<file path="config.mk">
export PLATFORM = sky130hd
export DESIGN_NAME = keccak_word_serializer_flat
export DESIGN_NICKNAME = d
export VERILOG_FILES = /design/src/rtl/keccak_word_serializer_if.sv /design/src/rtl/keccak_word_serializer.sv /design/src/flat_wrapper.sv
export SDC_FILE = /design/constraint.sdc
export NUM_CORES = 2
export LEC_CHECK = 0
export CELL_PAD_IN_SITES_DETAIL_PLACEMENT = 1
export CELL_PAD_IN_SITES_GLOBAL_PLACEMENT = 1
export CORE_AREA = 2 2 218 220
export CTS_BUF_LIST = sky130_fd_sc_hd__clkbuf_4
export CTS_CLUSTER_SIZE = 20
export DETAILED_ROUTE_END_ITERATION = 12
export DIE_AREA = 0 0 220 222
export DONT_BUFFER_PORTS = 1
export PLACE_DENSITY_LB_ADDON = 0.1
export SYNTH_ARGS = -nofsm -noshare
export SYNTH_HDL_FRONTEND = slang
export SYNTH_SLANG_ARGS = --single-unit
</file>
<file path="constraint.sdc">
create_clock -name clk -period 42.1 [get_ports clk]
set_clock_uncertainty 0.2 [all_clocks]
set_input_delay 10.525 -clock clk [delete_from_list [all_inputs] [get_ports clk]]
set_output_delay 10.525 -clock clk [all_outputs]
set_load 0.05 [all_outputs]
</file>
<file path="src/rtl/keccak_word_serializer_if.sv">
// Handshake bundle between a wide-word producer and keccak_word_serializer.
// The master drives load/flush/out_ready; the slave (the serializer) drives the narrow stream.
interface keccak_word_serializer_if #(
    parameter int IN_W  = 512,
    parameter int OUT_W = 32
);
    localparam int N  = IN_W / OUT_W;
    localparam int CW = $clog2(N) + 1;

    logic [IN_W-1:0]  in_data;
    logic [CW-1:0]    in_len;
    logic             in_valid;
    logic             in_ready;
    logic             flush;
    logic [OUT_W-1:0] out_data;
    logic             out_valid;
    logic             out_ready;
    logic             out_last;
    logic [CW-1:0]    out_idx;
    logic             busy;

    modport master (
        output in_data, in_len, in_valid, flush, out_ready,
        input  in_ready, out_data, out_valid, out_last, out_idx, busy
    );

    modport slave (
        input  in_data, in_len, in_valid, flush, out_ready,
        output in_ready, out_data, out_valid, out_last, out_idx, busy
    );
endinterface

</file>
<file path="src/rtl/keccak_word_serializer.sv">
// Captures one wide Keccak word and streams it out MS word first as OUT_W-bit beats.
// Optional build macro KECCAK_SER_BYTE_SWAP_EN adds swap_bytes (latched at load) to byte-reverse each word.
module keccak_word_serializer #(
    parameter int IN_W  = 512,
    parameter int OUT_W = 32
) (
    input logic clk,
    input logic reset,
`ifdef KECCAK_SER_BYTE_SWAP_EN
    input logic swap_bytes,
`endif
    keccak_word_serializer_if.slave bus
);
    localparam int N  = IN_W / OUT_W;
    localparam int CW = $clog2(N) + 1;

    typedef enum logic {IDLE, STREAM} state_t;

    state_t           state;
    state_t           state_next;
    logic [IN_W-1:0]  shreg;
    logic [CW-1:0]    len_q;
    logic [CW-1:0]    idx_q;
    logic [CW-1:0]    len_eff;
    logic             last;
    logic             beat;
    logic             load;
    logic             in_ready_c;
    logic [OUT_W-1:0] word_raw;
`ifdef KECCAK_SER_BYTE_SWAP_EN
    logic             swap_q;
    logic [OUT_W-1:0] word_swapped;
`endif

    // A zero or oversized request means "the whole block".
    assign len_eff = (bus.in_len == '0 || bus.in_len > CW'(N)) ? CW'(N) : bus.in_len;

    assign last          = (state == STREAM) && (idx_q == len_q - CW'(1));
    assign beat          = (state == STREAM) && bus.out_ready;
    assign bus.out_valid = (state == STREAM);
    assign bus.busy      = (state == STREAM);
    assign bus.out_last  = last;
    assign bus.out_idx   = idx_q;
    assign bus.in_ready  = in_ready_c;

    always_ff @(posedge clk or posedge reset) begin
        if (reset) begin
            state <= IDLE;
        end else begin
            state <= state_next;
        end
    end

    // A load is accepted when idle, or on the final beat so the next block follows without a bubble.
    always_comb begin
        state_next = state;
        in_ready_c = 1'b0;
        load       = 1'b0;
        case (state)
            IDLE: begin
                in_ready_c = !bus.flush;
                load       = bus.in_valid && in_ready_c;
                if (load) begin
                    state_next = STREAM;
                end
            end
            STREAM: begin
                in_ready_c = !bus.flush && last && bus.out_ready;
                load       = bus.in_valid && in_ready_c;
                if (bus.flush) begin
                    state_next = IDLE;
                end else if (beat && last) begin
                    state_next = load ? STREAM : IDLE;
                end
            end
            default: state_next = IDLE;
        endcase
    end

    always_ff @(posedge clk or posedge reset) begin
        if (reset) begin
            shreg <= '0;
            len_q <= CW'(N);
            idx_q <= '0;
`ifdef KECCAK_SER_BYTE_SWAP_EN
            swap_q <= 1'b0;
`endif
        end else if (state == STREAM && bus.flush) begin
            shreg <= '0;
            idx_q <= '0;
        end else if (load) begin
            shreg <= bus.in_data;
            len_q <= len_eff;
            idx_q <= '0;
`ifdef KECCAK_SER_BYTE_SWAP_EN
            swap_q <= swap_bytes;
`endif
        end else if (beat) begin
            if (last) begin
                shreg <= '0;
                idx_q <= '0;
            end else begin
                shreg <= shreg << OUT_W;
                idx_q <= idx_q + CW'(1);
            end
        end
    end

    // The current word always sits in the top slice of the shift register.
    always_comb begin
        word_raw = shreg[IN_W-1 -: OUT_W];
`ifdef KECCAK_SER_BYTE_SWAP_EN
        word_swapped = '0;
        for (int b = 0; b < OUT_W / 8; b++) begin
            word_swapped[b*8 +: 8] = word_raw[OUT_W-8-b*8 +: 8];
        end
        bus.out_data = swap_q ? word_swapped : word_raw;
`else
        bus.out_data = word_raw;
`endif
    end

endmodule

</file>
<file path="src/flat_wrapper.sv">
// flat-port wrapper written by rule: the top's interface ports become plain ports
module keccak_word_serializer_flat 
#(
    parameter int IN_W  = 512,
    parameter int OUT_W = 32
)
  (clk, reset, bus_in_data, bus_in_len, bus_in_valid, bus_flush, bus_out_ready, bus_in_ready, bus_out_data, bus_out_valid, bus_out_last, bus_out_idx, bus_busy);
  keccak_word_serializer_if #(.IN_W(IN_W), .OUT_W(OUT_W)) bus_i ();
  input logic clk;
  input logic reset;
  input wire logic [$bits(bus_i.in_data)-1:0] bus_in_data;
  input wire logic [$bits(bus_i.in_len)-1:0] bus_in_len;
  input wire logic [$bits(bus_i.in_valid)-1:0] bus_in_valid;
  input wire logic [$bits(bus_i.flush)-1:0] bus_flush;
  input wire logic [$bits(bus_i.out_ready)-1:0] bus_out_ready;
  output wire logic [$bits(bus_i.in_ready)-1:0] bus_in_ready;
  output wire logic [$bits(bus_i.out_data)-1:0] bus_out_data;
  output wire logic [$bits(bus_i.out_valid)-1:0] bus_out_valid;
  output wire logic [$bits(bus_i.out_last)-1:0] bus_out_last;
  output wire logic [$bits(bus_i.out_idx)-1:0] bus_out_idx;
  output wire logic [$bits(bus_i.busy)-1:0] bus_busy;
  assign bus_i.in_data = bus_in_data;
  assign bus_i.in_len = bus_in_len;
  assign bus_i.in_valid = bus_in_valid;
  assign bus_i.flush = bus_flush;
  assign bus_i.out_ready = bus_out_ready;
  assign bus_in_ready = bus_i.in_ready;
  assign bus_out_data = bus_i.out_data;
  assign bus_out_valid = bus_i.out_valid;
  assign bus_out_last = bus_i.out_last;
  assign bus_out_idx = bus_i.out_idx;
  assign bus_busy = bus_i.busy;
  keccak_word_serializer #(.IN_W(IN_W), .OUT_W(OUT_W)) u_core (.clk(clk), .reset(reset), .bus(bus_i));
endmodule
</file>
; ---- Yosys cells after proc, flatten, opt, wreduce, memory -nomap -nowiden
; Cells that the tools add are included.
[totals]
ff_bits = 523
out_inout_bits = 41
[op_classes]
magnitude_cmp = 1
n_reduce_logical = 13
n_eq_ne = 1
muxes = 16
n_addsub = 2
bitwise = 2
[op_table]
columns = cell, n
row1 = $mux W512, 4
row2 = $mux W5, 5
row3 = $logic_and A1 B1 Y1, 8
row4 = $pmux W1 S2, 3
row5 = $add A5 B1 Y5 const B, 1
row6 = $eq A5 B5 Y1, 1
row7 = $gt A5 B5 Y1 const B, 1
row8 = $logic_not A5 Y1, 1
row9 = $sub A5 B1 Y5 const B, 1
row10 = $mux W1, 4
row11 = $reduce_bool A3 Y1, 1
row12 = $not A1 Y1, 2
row13 = $reduce_and A2 Y1, 1
row14 = $logic_not A1 Y1, 1
row15 = $logic_or A1 B1 Y1, 1

; ---- Depth between registers and ports, before layout
[depth]
word_depth = 10
mapped_depth = 10

; ---- Least setup slack after synthesis
; No wires, ideal clock.
[synth_timing]
path_type = input port to output port
from = input bus_out_ready
to = output bus_in_ready
t_arrival_ns = 11.347
slack_ns = 20.028
cell_stages = 2
path_buffers = 0
cell_sequence = nand2_1 a21oi_1
[synth_between]
elab_chain_cells = 2
[synth_rtl]
columns = element, line
row1 = from (decl), flat_wrapper.sv:15  ; input wire logic [$bits(bus_i.out_ready)-1:0] bus_out_ready;
row2 = $logic_and A1 B1 Y1, keccak_word_serializer.sv:68  ; in_ready_c = !bus.flush && last && bus.out_ready;
row3 = $pmux W1 S2, keccak_word_serializer.sv:59  ; case (state)
row4 = to (decl), flat_wrapper.sv:16  ; output wire logic [$bits(bus_i.in_ready)-1:0] bus_in_ready;
; Every way passes these cells.

; ---- Final worst setup path
; Same ends and word-level chain as after synthesis.

==> qor.txt <==
Status = complete, no violations
Crit path buf inv count = 1
Dominant cells by area after synthesis = dfrtp_1 57%, a221o_1 21%, and3_1 13%
DRC Markers = 0
Worst-path clk slew = 0.08 ns
Post-Synthesis Cells = 1834
Drt wl/cell = 33.1 um
Antenna violations before repair = 43
Port Buf Inserts = 0
Worst-Skew Late Latency = 1.00 ns
LEAKAGE = 12.5 nW
Max cap viols = 0
FF+latch area = 13100 um^2
Prevailing post-synth register cell = dfrtp_1
First DRT Iteration DRCs = 2108
Via count = 17385
Unrepaired setup endpoints after global routing = no
Final Slew Violations = 0
Part of the Yosys area used for sequential elements = 57.0%
Detailed placer's ending HPWL = 52.2 mm
Number of synthesized flops with an enable pin = 0
Tmin final = 21.64 ns
CTS buffer count = 144
Post-route ant nets = 0
Crit-path max FO = 5
Ys async rst share = 100%
Setup TNS = 0 ns
Final setup vio count = 0
Clk sinks = 523
Worst relative slew slack = 16.5%
Core area = 46300 um^2
Period utilisation layout = 51.4%
Yosys top cell by area = dfrtp_1
Final hold vios = 0
Critical path depth in cells = 3
Share of post-route cells with drive strength above 1 = 13.6%
Max incr delay on CP = 0.21 ns
Mapped Area = 23000 um^2
Critical path type = primary input to primary output
Delay-heaviest family, CP = buffers and inverters
Largest net degree at the start of global routing = 302
Drt first pass iters = 5
Crit-path slowest cell = buf_4
Grt ovf = 0
Syn Nets = 2359
Synthesized flop and latch total = 523
Yosys warnings = 0
CTS tree = built
Row cnt = 79
Synthesized area per cell = 12.5 um^2
Worst Max-Slew Pin Slew = 1.25 ns
# IOs = 563
Reg2reg path depth = 7
R2r setup slk = 36.95 ns
Most instantiated cells after synthesis = 522 x dfrtp_1, 480 x a221o_1, 480 x and3_1
Routed wire length = 82.1 mm
Hold depth = 1
Distinct cells, synth = 39
Critical Path AT = 10.92 ns
Die Wd = 220 um
Vias in the first global route = 18113
Min-Delay Path Class = register to register
Final #Nets = 2271
Hold Buf Count CTS = 0
GP Congestion = 0.870
Max Clock Freq = 46.2 MHz
GR Util All Layers = 33.0%
Setup crit end kind = primary output
Die span in y = 222 um
Root Buffer = clkbuf_4
Vias/cell = 7.02
CP required = 31.38 ns
Maximum root-to-sink buffer count = 3
Pwr Density = 56.0 nW/um^2
First-pass GRT wire length = 119 mm
Top-area cell type share of the netlist area = 56.8%
Worst setup SP type = primary input
Crit path cell chain = nand2_1 > a21oi_1 > buf_4
Total power draw = 0.00137 W
H-tree Lvls = 4
Die area = 48800 um^2
# fillers = 4758
Resize count post-CTS = 0
Max VDD drop = 0.0250 mV
Count leader, synth = dfrtp_1
Area of the multi-input gates = 8580 um^2
Initial Utilization = 49.7%
Post-CTS Setup Repair Bufs = 0
Area delta synth->final = 6.50%
placed cells by master, fill, tap and decap left out, types with 3 or more instances in the layout:
cell / instances
mux2i_1: 3
buf_12: 5
clkbuf_4: 205
inv_1: 5
dfrtp_1: 521
or4_1: 3
nor2b_1: 3
nand2_1: 7
a221o_1: 480
diode_2: 34
xnor2_1: 3
buf_4: 15
clkinv_1: 20
mux2_2: 3
nand3_1: 4
inv_2: 7
nand2b_1: 3
and3_1: 480
a22o_1: 33
ha_1: 3
per-layer routing:
metal	track usage, %	routed length, um	vias to the layer above
li1	-	-	7319
met1	39.0	30600	9025
met3	14.6	8540	211
met4	16.0	3020	32
met2	51.1	39700	798
met5	0	206	-
cell families after synthesis:
group / Yosys count / synth area share, %
XOR/XNOR: 6 / 0.261
AO/OA/AOI/OAI: 525 / 22.6
flip-flops: 523 / 57.0
adder cells (fa/ha/maj): 3 / 0.163
multiplexers: 6 / 0.278
AND/OR/NAND/NOR: 511 / 13.9
buffers and inverters: 260 / 5.82
sequential cells by signal, summed over array words and instances, names as in the netlist:
register	cells
u_core.bus.out_idx	5
u_core.bus.busy	1
u_core.shreg	512
u_core.len_q	5
layout make-up:
type	count	area share, %
clock buffers	205	6.29
diodes	34	0.348
repair buffers	20	0.869
inverters	6	0.123
well taps	607	3.10
multi-input cells	1051	35.0
clock inverters	31	0.726
flip-flops and latches	523	53.5
worst reg2reg max path, stage by stage (launching register included):
cell,delay [ns]
dfrtp_1,0.78
xor2_2,0.24
o311a_2,0.56
nor3_4,0.27
buf_4,0.77
buf_4,0.93
buf_4,1.00
a221o_1,0.36
worst paths after layout:
| check | from | to |
|---|---|---|
| worst max-delay path | bus_out_ready | bus_in_ready |
| worst min-delay path | u_core.shreg[11] | u_core.shreg[43] |
| worst max register to register | u_core.bus.out_idx[4] | u_core.shreg[186] |
| worst min register to register | u_core.shreg[11] | u_core.shreg[43] |
| max in group asynchronous | reset | u_core.shreg[344] |
| min in group asynchronous | reset | u_core.shreg[509] |
power by group:
| part | total, W | internal [W] | switching, W |
|---|---|---|---|
| sequential | 0.000705 | 0.000596 | 0.000109 |
| combinational | 0.000209 | 0.000107 | 0.000101 |
| clock | 0.000455 | 0.000234 | 0.000221 |
through the flow:
| stage | hold WS, ns | instance area [um^2] | utilization (%) | worst slack, ns | cells |
|---|---|---|---|---|---|
| global placement | 0.276 | 22700 | 49.0 | 20.42 | 2207 |
| global route | 0.298 | 24400 | 52.9 | 20.42 | 2468 |
| detailed placement | 0.281 | 22700 | 49.0 | 20.46 | 2207 |
| finish | 0.279 | 24500 | 52.9 | 20.46 | 2477 |
| floorplan | 0.263 | 23000 | - | 16.76 | 1834 |
| CTS | 0.281 | 24400 | 52.7 | 20.46 | 2443 |
Note: power is estimated with default switching activity, not from simulation.
